<file path="src/rtl/result_mux_shift.sv">
// Write-back result selector: passes one of NCH ALU channels through, or
// shifts/rotates channel 0 one bit per cycle, with a registered Start/Busy/Valid handshake.
module result_mux_shift #(
  parameter int unsigned WIDTH = 16,
  parameter int unsigned NCH   = 4,
  parameter int unsigned SHW   = $clog2(WIDTH)
) (
  input  logic                 clk,
  input  logic                 rst_n,
  input  logic                 i_start,
  input  logic [2:0]           i_op,
  input  logic [NCH*WIDTH-1:0] i_hyrja,
  input  logic [SHW-1:0]       i_shamt,
  output logic [WIDTH-1:0]     o_dalja,
  output logic                 o_valid,
  output logic                 o_busy
);

  localparam logic [1:0] OP_SRL = 2'b00;
  localparam logic [1:0] OP_ROR = 2'b01;
  localparam logic [1:0] OP_SLL = 2'b10;
  localparam logic [1:0] OP_SRA = 2'b11;

  typedef enum logic {
    ST_IDLE  = 1'b0,
    ST_SHIFT = 1'b1
  } state_t;

  state_t           r_state;
  state_t           w_state_nxt;
  logic [WIDTH-1:0] r_work;
  logic [WIDTH-1:0] w_work_nxt;
  logic [SHW-1:0]   r_cnt;
  logic [SHW-1:0]   w_cnt_nxt;
  logic [1:0]       r_kind;
  logic [1:0]       w_kind_nxt;
  logic [WIDTH-1:0] r_dalja;
  logic [WIDTH-1:0] w_dalja_nxt;
  logic             r_valid;
  logic             w_valid_nxt;
  logic             r_busy;
  logic             w_busy_nxt;

  logic [WIDTH-1:0] w_ch0;
  logic [WIDTH-1:0] w_sel;
  logic [WIDTH-1:0] w_step;

  // One-bit shift of the work register according to the latched op
  function automatic logic [WIDTH-1:0] shift_one(input logic [1:0] kind,
                                                 input logic [WIDTH-1:0] v);
    logic [WIDTH-1:0] res;
    res = v;
    case (kind)
      OP_SRL:  res = {1'b0, v[WIDTH-1:1]};
      OP_ROR:  res = {v[0], v[WIDTH-1:1]};
      OP_SLL:  res = {v[WIDTH-2:0], 1'b0};
      OP_SRA:  res = {v[WIDTH-1], v[WIDTH-1:1]};
      default: res = v;
    endcase
    return res;
  endfunction

  assign w_ch0  = i_hyrja[WIDTH-1:0];
  assign w_step = shift_one(r_kind, r_work);

  // Channel index beyond NCH falls through to channel 0
  always_comb begin
    w_sel = w_ch0;
    for (int unsigned i = 0; i < NCH; i++) begin
      if (i_op[1:0] == 2'(i)) begin
        w_sel = i_hyrja[i*WIDTH +: WIDTH];
      end
    end
  end

  always_ff @(posedge clk or negedge rst_n) begin
    if (!rst_n) begin
      r_state <= ST_IDLE;
      r_work  <= '0;
      r_cnt   <= '0;
      r_kind  <= OP_SRL;
      r_dalja <= '0;
      r_valid <= 1'b0;
      r_busy  <= 1'b0;
    end else begin
      r_state <= w_state_nxt;
      r_work  <= w_work_nxt;
      r_cnt   <= w_cnt_nxt;
      r_kind  <= w_kind_nxt;
      r_dalja <= w_dalja_nxt;
      r_valid <= w_valid_nxt;
      r_busy  <= w_busy_nxt;
    end
  end

  always_comb begin
    w_state_nxt = r_state;
    w_work_nxt  = r_work;
    w_cnt_nxt   = r_cnt;
    w_kind_nxt  = r_kind;
    w_dalja_nxt = r_dalja;
    w_valid_nxt = 1'b0;
    w_busy_nxt  = r_busy;

    case (r_state)
      ST_IDLE: begin
        if (i_start) begin
          if (!i_op[2]) begin
            w_dalja_nxt = w_sel;
            w_valid_nxt = 1'b1;
          end else if (i_shamt == '0) begin
            w_dalja_nxt = w_ch0;
            w_valid_nxt = 1'b1;
          end else begin
            w_work_nxt  = w_ch0;
            w_cnt_nxt   = i_shamt;
            w_kind_nxt  = i_op[1:0];
            w_busy_nxt  = 1'b1;
            w_state_nxt = ST_SHIFT;
          end
        end
      end

      ST_SHIFT: begin
        // Start is ignored here; operands were captured on entry
        w_work_nxt = w_step;
        w_cnt_nxt  = r_cnt - SHW'(1);
        if (r_cnt == SHW'(1)) begin
          w_dalja_nxt = w_step;
          w_valid_nxt = 1'b1;
          w_busy_nxt  = 1'b0;
          w_state_nxt = ST_IDLE;
        end
      end

      default: begin
        w_state_nxt = ST_IDLE;
        w_busy_nxt  = 1'b0;
      end
    endcase
  end

  assign o_dalja = r_dalja;
  assign o_valid = r_valid;
  assign o_busy  = r_busy;

endmodule

</file>
<file path="config.mk">
export PLATFORM = sky130hd
export DESIGN_NAME = result_mux_shift
export DESIGN_NICKNAME = d
export VERILOG_FILES = /design/src/rtl/result_mux_shift.sv
export SDC_FILE = /design/constraint.sdc
export NUM_CORES = 1
export LEC_CHECK = 0
export ABC_AREA = 1
export ABC_CLOCK_PERIOD_IN_PS = 1400
export BUFFER_PORTS_ARGS = -buffer_cell sky130_fd_sc_hd__clkbuf_2
export CAP_MARGIN = 20
export CORE_MARGIN = 2
export CORE_UTILIZATION = 45
export CTS_CLUSTER_DIAMETER = 30
export DETAILED_ROUTE_END_ITERATION = 10
export GPL_TIMING_DRIVEN = 0
export PLACE_DENSITY_LB_ADDON = 0.05
export SYNTH_ARGS = -nofsm -noshare
export SYNTH_HDL_FRONTEND = slang
export SYNTH_SLANG_ARGS = --single-unit
</file>
<file path="constraint.sdc">
create_clock -name clk -period 1.4 [get_ports clk]
set_input_delay 0.28 -clock clk [delete_from_list [all_inputs] [get_ports clk]]
set_output_delay 0.28 -clock clk [all_outputs]
set_load 0.02 [all_outputs]
</file>
[Word level (Yosys, flattened, before mapping)]
Cells that the tools add are included.
Word-level totals
  bits of input ports: 74
  word-level logic and storage cells: 60
  bits in registers: 41
  output and inout bits: 18
Operators by class
  add/sub/neg operators: 1
  reductions and logical operators: 6
  multiplexer cells: 32
  bitwise operators: 2
  equality and inequality tests: 12
Operator list (number)
  16-bit 2-to-1 mux: 10
  16-bit one-hot mux with 2 select lines: 2
  16-bit one-hot mux with 4 select lines: 1
  1-bit 2-to-1 mux: 12
  4-bit 2-to-1 mux: 3
  2-bit equality test (second input constant): 4
  4-bit one-hot mux with 2 select lines: 1
  4-bit AND reduction: 2
  2-bit != test (second input constant): 3
  1-bit one-hot mux with 2 select lines: 3
  3-bit AND reduction: 2
  2-bit by 1-bit equality test with 1-bit output (second input constant): 2
  4-bit by 1-bit equality test with 1-bit output (second input constant): 1
  4-bit logical NOT: 1
  4-bit by 1-bit subtractor with 4-bit output (second input constant): 1
  3-bit != test (second input constant): 1
  2-bit logical NOT: 1
  2-bit by 1-bit != test with 1-bit output (second input constant): 1
  1-bit NOT: 2

[Depth between registers and ports, before layout]
  depth in word-level cells: 7
  gate-level depth with buffers: 9
  depth with buffers taken out: 9

[Worst setup path before layout]
No wires, ideal clock.
  path kind: reg-to-reg
  start: reg r_cnt[1]
  end: reg r_dalja[1], in the netlist o_dalja[1]
  setup time: 0.122 ns
  data required time: 1.278 ns
  period minus slack after synthesis: 1.296 ns
  buffers on the path: 1
  setup slack: 0.104 ns
  cell stages (with the launch flop): 9
  arrival time: 1.174 ns
  cells stage by stage: dfrtp_1 -> inv_1 -> ha_1 -> nand3_1 -> nand2_1 -> nand3_4 -> buf_6 -> nor2_1 -> a21boi_2
On the way
  cells in the longest elaborated chain, start to end: 3
Ends and longest elaborated chain
  start, declared: RTL line 33  | logic [SHW-1:0] r_cnt;
  start signal, assigned: RTL line 88  | r_cnt <= w_cnt_nxt;
  4-bit by 1-bit equality test with 1-bit output: RTL line 128  | if (r_cnt == SHW'(1)) begin
  2-bit by 1-bit != test with 1-bit output (no line)
  3-bit AND reduction (no line)
  end signal, assigned: RTL line 90  | r_dalja <= w_dalja_nxt;
  end, declared: RTL line 37  | logic [WIDTH-1:0] r_dalja;
Every way passes these cells.
A chain may end at the register's enable or synchronous reset.

[Worst setup path after layout]
  start: reg r_cnt[1]
  end: reg r_dalja[4], in the netlist o_dalja[4]
The elaborated chain is that of the path after synthesis.

==> flow_metrics.env <==
export IMPL_crit_family="simple AND/OR/NAND/NOR gates"
export IMPL_fin_area_sq_um=4060
export IMPL_cts_buffers=5
export IMPL_critPathMaxFanout=6
export IMPL_ys_seq_elements=41
export IMPL_utilization_pct=59.7
export IMPL_die_area_sq_um=7670
export IMPL_status="finished, violations left"
export IMPL_r2r_slack_ns=-0.09
export IMPL_die_w_um=87.6
export IMPL_drt_iter0_drc=103
export IMPL_grt_pass1_vias=3198
export IMPL_fin_cells=689
export IMPL_synthesis_nets=564
export IMPL_synthDistinctLibCells=23
export IMPL_antenna_found_initial=0
export IMPL_syn_area_per_cell_sq_um=6.45
export IMPL_vdd_ir_drop_worst_uv=1290
export IMPL_period_needed_ns=1.49
export IMPL_grt_usage_pct=23.0
export IMPL_rr_endpoint="o_dalja[4]$_DFFE_PN0P_"
export IMPL_cts_buffer_depth=2
export IMPL_synth_top_family_by_area="simple AND/OR/NAND/NOR gates"
export IMPL_yosysWarnings=0
export IMPL_setup_worst_path_end="o_dalja[4]$_DFFE_PN0P_"
export IMPL_io_pins=92
export IMPL_drt_vias_per_instance=4.84
export IMPL_core_rowCount=30
export IMPL_clk_pin_slew_worst_paths_ns=0.10
export IMPL_layout_setup_ws_ns=-0.0894
export IMPL_p_per_area_nw_per_um2=2070
export IMPL_cts_htree_levels=2
export IMPL_start_util_pct=46.3
export IMPL_synth_simple_gate_area_share_pct=37.1
export IMPL_end_kind="flip-flop"
export IMPL_dpl_cell_area_sq_um=3720
export IMPL_fin_hold_ws_ns=0.214
export IMPL_io_buffers=91
export IMPL_synthMuxAreaShare_pct=0
export IMPL_crit_buf_inv=2
export IMPL_setup_violations=15
export IMPL_drive_above_1_share_pct=30.4
export IMPL_critical_path_slowest_cell="dfrtp_1"
export IMPL_wl_per_cell_um=13.2
export IMPL_drtPass1Iterations=4
export IMPL_yosysTopAreaCell="dfrtp_1"
export IMPL_grt_overflow=0
export IMPL_rsz0062_at_grt="yes"
export IMPL_maxSlewHeadroom_pct=77.5
export IMPL_ys_seq_area_share_pct=32.6
export IMPL_critPathLaunch="r_cnt[1]$_DFFE_PN0P_"
export IMPL_synth_cells=488
export IMPL_crit_path_frequent_cell="nand3_4"
export IMPL_crit_type="reg -> reg"
export IMPL_routed_wl_um=9070
export IMPL_fin_tns_setup_ns=-0.879
export IMPL_insertion_delay_ns=0.31
export IMPL_drc=0
export IMPL_final_hold_violation_count=0
export IMPL_yosys_area_share_adder_pct=0.796
export IMPL_synth_top_area_share_pct=32.6
export IMPL_cts_sinks=41
export IMPL_cts_root_buffer="clkbuf_8"
export IMPL_final_common_cell="nand2_1"
export IMPL_drv_slew=0
export IMPL_synth_xor_area_share_pct=0.557
export IMPL_timing_fmax_mhz=671
export IMPL_diodes=0
export IMPL_antenna_left=0
export IMPL_r2r_start="r_cnt[1]$_DFFE_PN0P_"
export IMPL_violations="setup timing"
export IMPL_cp_cell_sequence="inv_2, ha_4, nand3_4, nand2_4, nand3_4, clkbuf_16, nor2_4, a21boi_2"
export IMPL_via_count=3338
export IMPL_grt_max_degree=42
export IMPL_synth_compound_area_share_pct=14.3
export IMPL_critPathLaunchType="flip-flop"
export IMPL_dp_cells=675
export IMPL_hp_start="i_shamt[0]"
export IMPL_n_fill_cell=694
export IMPL_post_route_period_util_pct=106
export IMPL_max_cap_viol_count=0
export IMPL_nNetsFinal=668
export IMPL_synthesis_area_sq_um=3150
export IMPL_leakagePower_nw=2.28
export IMPL_cp_depth=8
export IMPL_worstPathRequired_ns=1.59
export IMPL_whs_path_depth=3
export IMPL_crit_arrival_ns=1.68
export IMPL_r2r_cells=8
export IMPL_syn_to_final_growth_pct=29.0
export IMPL_layout_common_cells="167 x nand2_1, 91 x clkbuf_2, 70 x inv_1"
export IMPL_globalplace_congestion=0.902
export IMPL_skew_ns=0.0133
export IMPL_worst_pin_slew_ns=0.338
export IMPL_grt_pass1_wl_um=14100
export IMPL_cts_tree="yes"
export IMPL_hp_class="in -> reg"
export IMPL_max_stage_delay_ns=0.40
export IMPL_core_sq_um=6790
export IMPL_die_h_um=87.6
export IMPL_synth_area_leaders="dfrtp_1 33%, nand2_1 20%, inv_1 8.5%"
export IMPL_dp_hpwl_um=6960
## power by group
group	switching [W]	total [W]	internal [W]
Sequential	0.000315	0.00211	0.00179
Clock	0.000471	0.000835	0.000364
Combinational	0.00328	0.00546	0.00219
Total	0.00406	0.00841	0.00434
## repair_timing
action	4_1_cts	5_1_grt
gates resized for setup	14	24
buffers inserted	0	2
setup endpoints to repair	16	25
gates cloned	0	2
hold buffers	0	1
endpoints found under the hold margin	0	6
pin swaps	0	4
## registers in the layout (all words and copies together) (netlist names)
name,cells
o_busy,1
o_dalja,16
o_valid,1
r_cnt,4
r_kind,2
r_work,16
r_state,1
## worst min path at each step
| stage | endpoint |
|---|---|
| after floorplan | o_busy$_DFFE_PN0P_ |
| after global placement | o_dalja[15]$_DFFE_PN0P_ |
| after detailed placement | o_dalja[15]$_DFFE_PN0P_ |
| after CTS | r_work[0]$_DFFE_PN0P_ |
| after global routing | r_cnt[2]$_DFFE_PN0P_ |
| final | r_cnt[0]$_DFFE_PN0P_ |
## synthesized netlist by cell type
master    instances
buf_2            10
nand3_4           1
a21boi_2         13
a21boi_1          1
inv_4             1
nand2_2           5
ha_1              2
buf_6             8
nor2_4            3
nor2_1           43
o211ai_1          4
nand3_1          40
nand2_4           3
xor2_1            2
inv_2             5
a21oi_1           2
buf_4             4
nand2_1         170
o21ai_0          28
dfrtp_1          41
nor2_2            8
o21ai_1          23
inv_1            71
## logic make-up after synthesis
logic type                 after synthesis
AOI/OAI and AO/OA                       71
xor gates and xnor gates                 2
adders and majority gates                2
buffers and inverters                   99
DFF                                     41
and+or+nand+nor                        273
## tightest hold or removal path: cells and delay by family
kind	cells	cell delay [ns]
buffers and inverters	1	0.09
AO/OA/AOI/OAI	1	0.07
AND/OR/NAND/NOR	1	0.05
## metrics by stage
stage	total power, W	worst slack [ns]
global route	0.00911	-0.154
CTS	0.00783	-0.0479
detailed placement	0.00677	-0.109
finish	0.00841	-0.0894
global placement	0.00668	-0.0974
floorplan	0.00552	0.104
## layout make-up
type,instances,area (sq um),area share [%]
multi-input cells,348,1780,43.9
flip-flops and latches,41,1030,25.3
well taps,96,120,2.96
clock inverters,3,25.0,0.617
inverters,77,292,7.18
repair buffers,97,551,13.6
plain buffers,22,191,4.72
clock buffers,5,68.8,1.70
## layer usage
metal  up-vias  share of wire (%)  global-route usage [%]
met4         0                2.2                    8.11
met3        16                4.5                    3.96
met1      1520                 46                    29.2
met2        95                 47                    39.5
met5         -                  0                       0
li1       1707                  -                       -
Note: power is estimated with default switching activity, not from simulation.
